**src/rtl/stopwatch_up.sv**
```systemverilog
// Up-counting mm:ss stopwatch on the 1 Hz clk_out domain: four live BCD digits,
// a start/pause/done FSM, a mode-latched stop limit and a lap-freeze display.
module stopwatch_up (
    input  logic       clk_out,
    input  logic       rst_n,
    input  logic       en,
    input  logic       clear,
    input  logic [1:0] mode,
    input  logic       lap,
    output logic [3:0] c0,
    output logic [3:0] c1,
    output logic [3:0] c2,
    output logic [3:0] c3,
    output logic [3:0] d0,
    output logic [3:0] d1,
    output logic [3:0] d2,
    output logic [3:0] d3,
    output logic       running,
    output logic       done,
    output logic       wrap
);

    typedef enum logic [1:0] {IDLE, RUN, PAUSE, DONE} state_t;

    state_t     state, state_nxt;
    logic [3:0] n0, n1, n2, n3;
    logic [3:0] s0, s1, s2, s3;
    logic       freeze, lap_q;
    logic [1:0] mode_q;
    logic       step, hit_limit, at_max, lap_toggle;

    // Ripple BCD increment of the live count
    always_comb begin
        n0 = c0;
        n1 = c1;
        n2 = c2;
        n3 = c3 + 4'd1;
        if (c3 == 4'd9) begin
            n3 = 4'd0;
            n2 = c2 + 4'd1;
            if (c2 == 4'd5) begin
                n2 = 4'd0;
                n1 = c1 + 4'd1;
                if (c1 == 4'd9) begin
                    n1 = 4'd0;
                    n0 = (c0 == 4'd9) ? 4'd0 : c0 + 4'd1;
                end
            end
        end
    end

    assign step      = (state == RUN) && en;
    assign at_max    = ({c0, c1, c2, c3} == 16'h9959);
    assign hit_limit = ((mode_q == 2'b00) && ({n0, n1, n2, n3} == 16'h3000)) ||
                       ((mode_q == 2'b01) && ({n0, n1, n2, n3} == 16'h1000));

    always_comb begin
        state_nxt = state;
        case (state)
            IDLE:    if (en) state_nxt = RUN;
            RUN:     if (!en) state_nxt = PAUSE;
                     else if (hit_limit) state_nxt = DONE;
            PAUSE:   if (en) state_nxt = RUN;
            default: state_nxt = DONE;
        endcase
    end

    // A lap edge on the edge that enters DONE is dropped so the limit stays visible
    assign lap_toggle = lap && !lap_q && ((state == RUN) || (state == PAUSE)) &&
                        (state_nxt != DONE);

    always_ff @(posedge clk_out or negedge rst_n) begin
        if (!rst_n) begin
            state  <= IDLE;
            {c0, c1, c2, c3} <= '0;
            {s0, s1, s2, s3} <= '0;
            freeze <= 1'b0;
            lap_q  <= 1'b0;
            mode_q <= 2'b00;
            wrap   <= 1'b0;
        end else if (clear) begin
            state  <= IDLE;
            {c0, c1, c2, c3} <= '0;
            {s0, s1, s2, s3} <= '0;
            freeze <= 1'b0;
            lap_q  <= lap;
            mode_q <= 2'b00;
            wrap   <= 1'b0;
        end else begin
            state <= state_nxt;
            lap_q <= lap;
            wrap  <= step && mode_q[1] && at_max;
            if ((state == IDLE) && en) mode_q <= mode;
            if (step) {c0, c1, c2, c3} <= {n0, n1, n2, n3};
            if ((state_nxt == DONE) && (state != DONE)) begin
                freeze <= 1'b0;
            end else if (lap_toggle) begin
                freeze <= !freeze;
                if (!freeze) {s0, s1, s2, s3} <= {c0, c1, c2, c3};
            end
        end
    end

    assign {d0, d1, d2, d3} = freeze ? {s0, s1, s2, s3} : {c0, c1, c2, c3};
    assign running = (state == RUN);
    assign done    = (state == DONE);

endmodule

```
**config.mk**
```make
export PLATFORM = sky130hd
export DESIGN_NAME = stopwatch_up
export DESIGN_NICKNAME = d
export VERILOG_FILES = /design/src/rtl/stopwatch_up.sv
export SDC_FILE = /design/constraint.sdc
export NUM_CORES = 1
export LEC_CHECK = 0
export ABC_CLOCK_PERIOD_IN_PS = 4200
export CORE_MARGIN = 2
export CORE_UTILIZATION = 47
export CTS_BUF_LIST = sky130_fd_sc_hd__clkbuf_4 sky130_fd_sc_hd__clkbuf_8
export DETAILED_ROUTE_END_ITERATION = 12
export PLACE_DENSITY = 0.82
export SETUP_SLACK_MARGIN = 0.15
export SYNTH_ARGS = -nofsm -noshare
export SYNTH_HDL_FRONTEND = slang
export SYNTH_SLANG_ARGS = --single-unit
```
**constraint.sdc**
```tcl
create_clock -name clk_out -period 4.2 [get_ports clk_out]
set_input_delay 0.84 -clock clk_out [delete_from_list [all_inputs] [get_ports clk_out]]
set_output_delay 0.84 -clock clk_out [all_outputs]
set_load 0.02 [all_outputs]
```
After elaboration in Yosys (flattened, before gate mapping)
Index checks and enable logic that the tools add are counted.

word-level totals
  bits in registers = 39

operators by class
  equality and inequality tests = 16
  $add $sub $neg = 4
  reduce and logical (&&, ||, !) cells = 22
  multiplexer cells = 46

operators by type and width
  kind                  number
  $mux 4                34
  $add 4x1->4 const B   4
  $eq 16x13->1 const B  1
  $eq 16x14->1 const B  1
  $eq 16x16->1 const B  1
  $mux 16               1
  $eq 4x4->1 const B    3
  $mux 2                6
  $logic_and 1x1->1     10
  $ne 2x2->1 const B    4
  $eq 2x2->1 const B    3
  $reduce_bool 2->1     3
  $eq 2x1->1 const B    2
  $eq 4x3->1 const B    1
  $logic_not 2->1       2
  $mux 1                4
  $pmux 2 s2            1
  $reduce_and 3->1      1
  $reduce_bool 3->1     1
  $logic_not 1->1       2
  $logic_or 1x1->1      2
  $reduce_or 2->1       1

Logic depth before layout (Yosys ltp)
Gate-level depths: netlist of run 1.

  depth in word-level cells = 16
  gate-level depth with buffers = 10
  gate-level depth less buffers = 8

Worst setup path after synthesis of run 1
OpenSTA, ideal clock, no wires.

  kind = flip-flop to flip-flop
  start point = register c3[1]
  end point = register s0[0]
  clock period less this slack = 2.771 ns
  path slack = 1.429 ns
  arrival = 2.691 ns
  stages on the path, launching flop included = 10
  cells stage by stage = dfrtp_1 -> buf_6 -> or3b_1 -> buf_2 -> nor4_1 -> mux2i_1 -> nor4_4 -> nor4_4 -> buf_6 -> mux2i_1

between the ends
  longest elaborated chain between the ends = 12

RTL lines
  item                                                              line    RTL
  from (decl)                                                       13      output logic [3:0] c3,
  from (signal assigned)                                            94      if (step) {c0, c1, c2, c3} <= {n0, n1, n2, n3};
  $add 4x1->4 or $eq 4x4->1 (tied branches)                         37, 38
  $mux 4                                                            38      if (c3 == 4'd9) begin
  $eq 16x14->1 or $eq 16x13->1 (tied branches)                      54, 55
  $logic_and 1x1->1 (on tied branches)                              54, 55
  $logic_or 1x1->1 (*)                                              54      assign hit_limit = ((mode_q == 2'b00) && ({n0, n1, n2, n3} == 16'h3000)) ||
  $mux 2 (*)                                                        62      else if (hit_limit) state_nxt = DONE;
  $mux 2 (*)                                                        61      RUN: if (!en) state_nxt = PAUSE;
  $pmux 2 s2 (*)                                                    59      case (state)
  $eq 2x2->1 or $ne 2x2->1 (tied branches)                          95, 70
  $logic_and 1x1->1 (on tied branches)                              95, 69
  $ne 2x2->1 (no source line) or $reduce_bool 2->1 (tied branches)  -
  $reduce_and 3->1 (no source line) (*)                             -
  to (signal assigned)                                              99      if (!freeze) {s0, s1, s2, s3} <= {c0, c1, c2, c3};
  to (decl)                                                         27      logic [3:0] s0, s1, s2, s3;

Mark *: on every way between the ends. The rest lies on a longest branch, timed or not.
A chain may end at the register's enable or synchronous reset.

Worst setup path in the final report of run 1
  start point = register freeze
  end point = output port d2[2]

between the ends
  longest elaborated chain between the ends = 1

RTL lines
  item                    line  RTL
  from (decl)             28    logic freeze, lap_q;
  from (signal assigned)  98    freeze <= !freeze;
  $mux 16                 104   assign {d0, d1, d2, d3} = freeze ? {s0, s1, s2, s3} : {c0, c1, c2, c3};
  to (decl)               16    output logic [3:0] d2,

Every way passes these cells.

==> results of run 1 <==
-- state kept, by name, indices dropped and copies added, names as in the netlist --
| signal | count |
|---|---|
| c0 | 4 |
| wrap | 1 |
| s2 | 4 |
| c3 | 4 |
| c1 | 4 |
| c2 | 4 |
| s0 | 4 |
| freeze | 1 |
| s1 | 4 |
| state | 2 |
| s3 | 4 |
| mode_q | 2 |
| lap_q | 1 |
-- cells by family after synthesis --
logic type / synth area share (%)
AND/OR/NAND/NOR: 25.7
buffers and inverters: 5.49
AO/OA/AOI/OAI: 8.24
XOR/XNOR: 2.96
flip-flops: 41.2
multiplexers: 13.8
adder cells (fa/ha/maj): 2.64
-- worst max-delay path by stage --
stage          cells past startpoint  startpoint  endpoint
4_1_cts                            2      freeze     d2[2]
3_5_place_dp                       7       c3[1]     s1[1]
3_3_place_gp                       7          en     c0[3]
2_1_floorplan                      9       c3[1]     s0[0]
5_1_grt                            7       c3[1]     s1[1]
6_report                           2      freeze     d2[2]
-- layer usage --
| metal | global-route usage [%] | part of all wire, % | routed length [um] |
|---|---|---|---|
| met2 | 33.1 | 49 | 2570 |
| met1 | 26.9 | 46 | 2460 |
| met4 | 6.55 | 1.6 | 84 |
| met3 | 5.35 | 3.4 | 178 |
| met5 | 0 | 0 | 0 |
-- through the flow --
stage / setup slack (ps) / hold WS (ps) / cells
final: 1150 / 533 / 355
after global routing: 954 / 551 / 355
after CTS: 1120 / 533 / 355
after detailed placement: 1180 / 516 / 347
after global placement: 1280 / 512 / 347
after floorplan: 1430 / 496 / 258
-- layout make-up --
cell class | instances | area (um^2) | area share, %
timing repair buffer | 44 | 428 | 14.9
clock buffer | 8 | 104 | 3.60
tap | 67 | 83.8 | 2.91
sequential | 39 | 976 | 33.9
multi-input combinational | 190 | 1260 | 43.9
inverter | 7 | 26.3 | 0.912
-- critical path, cell delays in order, from the launching register on --
cell	delay, ps
dfrtp_1	940
mux2_2	440
clkdlybuf4s50_1	540
-- power by group --
group          switching [mW]  total [mW]  internal, mW
logic                  0.0343      0.0568        0.0225
clock network           0.130       0.287         0.156
registers             0.00869       0.388         0.379
total                   0.173       0.731         0.558
-- cells in the final DEF, fill, tap and decap left out, types with 2 or more instances in the layout --
master           instances
nor3_1                   6
a21oi_1                 12
or4_1                    2
nor4_1                   3
nand2b_1                 2
mux2i_1                 18
clkbuf_8                 7
nor3b_1                  4
xor2_1                   2
and2_1                   2
nor2b_1                  7
buf_4                    3
o21ai_1                  7
clkdlybuf4s50_1         40
xnor2_1                  6
mux2_2                  13
nor4b_1                  2
nor4_4                   2
nand3_1                  6
inv_1                    6
or3_1                    3
dfrtp_1                 39
nand3b_1                 2
nand4_1                  4
o21ai_0                  8
nor2_1                  16
nand2_1                 43
ha_1                     5
==> impl_metrics.tcl, run 1 <==
set metrics [dict create \
    io_buffers 41 \
    grt_overflow 0 \
    cts_tree "built" \
    synth_edf_count 0 \
    grt_antenna_before_repair 0 \
    clockBufferDepth 2 \
    r2r_slack_ps 1190 \
    cts.repair.resized 0 \
    yosysWarnings 0 \
    max_freq_mhz 327 \
    clkSlewWorstSetupHoldPaths_ps 80 \
    cts_root_buf "clkbuf_8" \
    finalMaxSlewViolations 0 \
    remaining_drc_errors 0 \
    synth_ff_type "dfrtp_1" \
    setup_viol 0 \
    fp.dieH_um 75.0 \
    yosys-top-cells-area "dfrtp_1, mux2i_1, nand2_1" \
    fin_crit_sh_pct 72.7 \
    antennaDiodeCount 0 \
    cp_data_arrival_time_ps 2210 \
    synthToLayoutAreaGrowth_pct 21.6 \
    drtIter0Drc 123 \
    hold_end "s0[1]" \
    nets 299 \
    setup_tns_ps 0 \
    initial_utilization_pct 49.5 \
    fill_cells 427 \
    end_kind "primary output" \
    hold_violations 0 \
    avgViaCountPerCell 5.42 \
    fin_worst_skew_ps 8.08 \
    synth_seq_cells 39 \
    ir_drop_mv 0.192 \
    numCtsBuffers 5 \
    fin_area_um2 2880 \
    yosys-top-cells-count "nand2_1, dfrtp_1, mux2i_1" \
    crit_fanout 23 \
    status "finished, final reports clean" \
    io_pins 42 \
    hold_buffers 0 \
    core_um2 4790 \
    vias 1925 \
    clock_latency_ps 290 \
    hold_class "reg -> reg" \
    post_drt_wl_per_cell_um 14.9 \
    row_count 25 \
    whs_path_depth 2 \
    grt_pass1_vias 1802 \
    cts.sinks 39 \
    dpl_cell_area_um2 2780 \
    yosysSeqAreaShare_pct 41.2 \
    yosysTopAreaCell "dfrtp_1" \
    worst_pin_slew_ps 907 \
    maxCapViolations 0 \
    synth-async-reset-ratio_pct 100 \
    fp.dieW_um 75.0 \
    drt-total-wl_mm 5.29 \
    relSlewSlack_pct 39.5 \
    synth.most_common_cell "nand2_1" \
    grt_use_total_pct 20.5 \
    pwr_density_cell_nw_per_um2 254 \
    r2r_cells 7 \
    syn_area_per_cell_um2 9.19 \
    start_kind "flip-flop" \
    required_ps 3360 \
    yosysUniqueCellTypes 44 \
    post-cts-setup-buffers 0 \
    grt_pass1_wl_mm 8.76 \
    rsz0062_at_grt "false" \
    drive_gt1_share_pct 10.4 \
    worstHoldStart "s0[1]" \
    synthesis.nets 270 \
    timing.rr.end "s1[1]" \
    finalPower_mw 0.731 \
    synth_top_area_share_pct 41.2 \
    antenna_left 0 \
    netlist_instances 258 \
    fin_util_pct 60.2 \
    netlist_area_um2 2370 \
    p_leak_nw 1.10 \
    dp_hpwl_mm 3.66 \
    crit_type "reg -> out" \
    reg2reg_from "c3[1]" \
    period_minus_slack_ps 3050 \
    routabilityCongestion 0.776 \
    dieArea_um2 5630 \
    grt_max_degree 40 \
    htreeDepth 2 \
    dr.pass1.iters 4 \
]
(Power assumes the default switching activity.)
==> run 2: changes to the inputs <==
Settings changed: ABC_CLOCK_PERIOD_IN_PS 4200 to 2500, PLACE_DENSITY 0.82 to 0.85.
Clock period 4.2 ns to 2.5 ns, I/O delays scaled along.
==> run 2 against run 1 <==
Net effect: core utilization is 8.1 points higher; first-iteration DRC count rose by 13%; routed wire length increased by 16%; clock skew up 2.6 ps; sequential share of layout area down 3.9 points.
==> impl_metrics.tcl, run 2 (synthesis gave the netlist of run 1 again) <==
set metrics [dict create \
    crit_fanout 4 \
    grt_pass1_wl_mm 9.42 \
    finalMaxSlewViolations 0 \
    slowest_delay_ps 430 \
    synthToLayoutAreaGrowth_pct 38.0 \
    fp.dieH_um 75.0 \
    grt_overflow 0 \
    pwr-share-comb_pct 9.8 \
    dp.cells 369 \
    fin_worst_skew_ps 10.7 \
    fin_cells 386 \
    grt_antenna_before_repair 0 \
    finalPower_mw 1.20 \
    ir_drop_mv 0.302 \
    cp_top_family "simple AND/OR/NAND/NOR gates" \
    dp_hpwl_mm 3.88 \
    clkSlewWorstSetupHoldPaths_ps 80 \
    antenna_left 0 \
    final_cell_mix "nand2_1, clkdlybuf4s50_1, dfrtp_1" \
    crit_path_frequent_cell "buf_6" \
    fin_ws_ps 50.6 \
    grt_pass1_vias 1968 \
    hold_violations 0 \
    initial_utilization_pct 49.5 \
    row_count 25 \
    vias 2121 \
    routabilityCongestion 0.850 \
    hold_buffers 0 \
    start_kind "flip-flop" \
    post-place-ws_ps -74.2 \
    hold_class "in -> async" \
    fp.dieW_um 75.0 \
    pwr-share-clk_pct 36.7 \
    clock_latency_ps 310 \
    antennaDiodeCount 0 \
    setup_viol 0 \
    relSlewSlack_pct 40.6 \
    switchingPower_mw 0.313 \
    remaining_drc_errors 0 \
    crit_type "reg -> reg" \
    dr.pass1.iters 4 \
    cp_data_arrival_time_ps 2640 \
    mostFrequentLayoutCell "nand2_1" \
    io_pins 42 \
    fin_util_pct 68.3 \
    fin_area_um2 3270 \
    cts_root_buf "clkbuf_8" \
    end_kind "flip-flop" \
    numCtsBuffers 5 \
    status "finished, final reports clean" \
    max_freq_mhz 408 \
    htreeDepth 2 \
    p_leak_nw 1.29 \
    fill_cells 365 \
    io_buffers 41 \
    avgViaCountPerCell 5.49 \
    grt_max_degree 40 \
    core_um2 4790 \
    setup_tns_ps 0 \
    cpMaxStageDelayCell "or3b_4" \
    fin_hold_ws_ps 315 \
    nets 330 \
    maxCapViolations 0 \
    intPower_mw 0.889 \
    drtIter0Drc 139 \
    post_drt_wl_per_cell_um 15.9 \
    dieArea_um2 5630 \
    period_minus_slack_ps 2450 \
    cts.sinks 39 \
    seq_power_share_pct 53.5 \
    switching_share_pct 26.0 \
    fin_crit_sh_pct 98.0 \
    required_ps 2690 \
    drt-total-wl_mm 6.13 \
    drive_gt1_share_pct 26.0 \
    worst_pin_slew_ps 891 \
    dpl_cell_area_um2 2980 \
    rsz0062_at_grt "true" \
    cts_tree "built" \
    clockBufferDepth 2 \
    critPathBufInv 4 \
    pwr_density_cell_nw_per_um2 368 \
    grt_use_total_pct 22.6 \
    crit_chain "or3b_4 > buf_6 > buf_4 > buf_6 > or4_4 > or2_4 > buf_6 > nor2_4 > xnor2_2 > nor2_1" \
]
[run 2: cell types whose count changed in the layout (fill, tap and decap cells not counted), sizes merged]
| cell | delta |
|---|---|
| buf | +31 |
| clkinv | +1 |
| clkbuf | -2 |
| clkinvlp | +1 |
[run 2: layout make-up]
type	instances	area, um^2	share of cell area (%)
Clock buffer	6	76.3	2.33
Clock inverter	2	12.5	0.383
Inverter	7	26.3	0.804
Multi-Input combinational cell	190	1390	42.6
Sequential cell	39	981	30.0
Tap cell	67	83.8	2.56
Timing Repair Buffer	75	698	21.4
[run 2: worst paths after layout]
| check | end | slack, ps | startpoint | cells past startpoint |
|---|---|---|---|---|
| worst max-delay path | c0[2] | 50 | c3[2] | 10 |
| worst min-delay path | s3[3] | 320 | rst_n | 1 |
| worst max register to register | c0[2] | 50 | c3[2] | 10 |
| worst min register to register | s1[0] | 540 | s1[0] | 2 |
| max in group asynchronous | c0[0] | 1580 | rst_n | 1 |
| min in group clk_out | s1[0] | 540 | s1[0] | 2 |
[run 2: power groups by stage]
stage	Combinational [mW]	Sequential [mW]	Clock (mW)
3_5_place_dp	0.110	0.655	0
4_1_cts	0.114	0.643	0.447
6_report	0.118	0.643	0.441
3_3_place_gp	0.107	0.655	0
5_1_grt	0.128	0.644	0.473
2_1_floorplan	0.0594	0.656	0
[run 2: routing by layer]
metal / global-route usage [%] / routed length, um / vias to the layer above
met1: 27.4 / 2470 / 1035
met5: 0 / 0 / -
met2: 38.6 / 3210 / 69
met3: 5.35 / 326 / 9
met4: 8.93 / 127 / 0
li1: - / - / 1008
[run 2: repair_timing]
action | 4_1_cts | 5_1_grt
gates resized for setup | 11 | 17
hold endpoints to repair | 0 | 0
setup buffers | 3 | 6
pin swaps | 4 | 13
setup endpoints to repair | 20 | 25
==> run 3: changes to the inputs <==
Settings changed: HOLD_SLACK_MARGIN set to 0.05.
==> results of run 3 <==
The final DEF is identical to that of run 2; final timing and power are the same.
==> variant (settings of run 1) <==
Encoding of `state_t`: now one-hot (4 bits for 4 states).
--- a/src/rtl/stopwatch_up.sv
+++ b/src/rtl/stopwatch_up.sv
@@ -20,7 +20,7 @@
     output logic       wrap
 );
 
-    typedef enum logic [1:0] {IDLE, RUN, PAUSE, DONE} state_t;
+    typedef enum logic [3:0] {IDLE = 4'b0001, RUN = 4'b0010, PAUSE = 4'b0100, DONE = 4'b1000} state_t;
 
     state_t     state, state_nxt;
     logic [3:0] n0, n1, n2, n3;
Behaviour: no difference found for any inputs over 10 cycles, from zero or initial values and one cycle with rst_n low; not proved beyond that.
==> variant against run 1 <==
  * Setup slack better by 61 ps
  * Power is 0.21% higher
  * Routed wire length is 8.2% higher
  * Sequential cell count is 2 higher
  * Synthesized area is 3.4% higher
  * Highest routed layer unchanged
  * Count of clock-buffer cells in the layout stayed put
  * Critical path depth stayed put
  * Worst hold slack better by 17 ps
  * Largest power group unchanged
  * Design area is 2.1% higher
==> variant: results <==
metrics = {
    "run_status": {
        "run_status": "finished, final reports clean",
    },
    "critical_path": {
        "cp-endpoint": "d3[3]",
        "max_fo_critical_path": 22,
        "wp_data_arrival_ps": 2150,
    },
    "grt": {
        "grt.met1_usage": 0.288,
        "via_count_of_the_first_global_routing_pass": 2074,
        "grt_use_met2": 0.334,
    },
    "final_layout": {
        "area_delta_synth_final_pct": 20.0,
        "layoutNonFillerInstCount": 368,
        "comb.multi_input.count": 204,
        "inv_count": 2,
    },
    "drt": {
        "wl_per_instance_um": 15.5,
        "drtIter0Drc": 188,
        "dr_wl_met3_um": 245,
    },
    "timing": {
        "final.setup_skew_ps": 6.02,
        "fmax_ghz": 0.334,
    },
    "placed_design": {
        "place_ws_ps": 1060,
    },
    "power_and_ir_drop": {
        "vdd_drop_max_mv": 0.177,
        "power_leakage_nw": 1.15,
        "clockNetworkPower_uw": 282,
    },
    "hold_path": {
        "hold_path_end": "s1[3]",
    },
    "logic_synthesis": {
        "synth.net_count": 277,
        "synth_top_cells_by_count": "dfrtp_1, a21oi_1, nor2_1, nand3_1",
        "dominant_cells_by_area_after_synthesis": "dfrtp_1, mux2_2, a21oi_1",
        "synth-seq-area-share": 0.419,
    },
}
-- variant: cell count changes in the layout (fill, tap and decap cells not counted), moves of 3 or more --
| cell | change |
|---|---|
| o21ai_1 | +3 |
| nand4b_1 | +5 |
| nor3_1 | +3 |
| o21ai_0 | +7 |
| mux2i_1 | -15 |
| nand4_1 | -3 |
| inv_1 | -4 |
| xor2_1 | +3 |
| nand2_1 | -28 |
| a21oi_1 | +15 |
| ha_1 | -5 |
| nand3_1 | +16 |
| nor2_1 | +10 |
-- variant: logic make-up (layout without fill, tap and decap cells) --
| kind of cell | Yosys count | in the layout | synth area share |
|---|---|---|---|
| AO/OA/AOI/OAI | 66 | 66 | 0.156 |
| XOR/XNOR | 11 | 11 | 0.0393 |
| buffers and inverters | 25 | 53 | 0.0500 |
| flip-flops | 41 | 41 | 0.419 |
| multiplexers | 17 | 17 | 0.0766 |
| AND/OR/NAND/NOR | 110 | 110 | 0.259 |
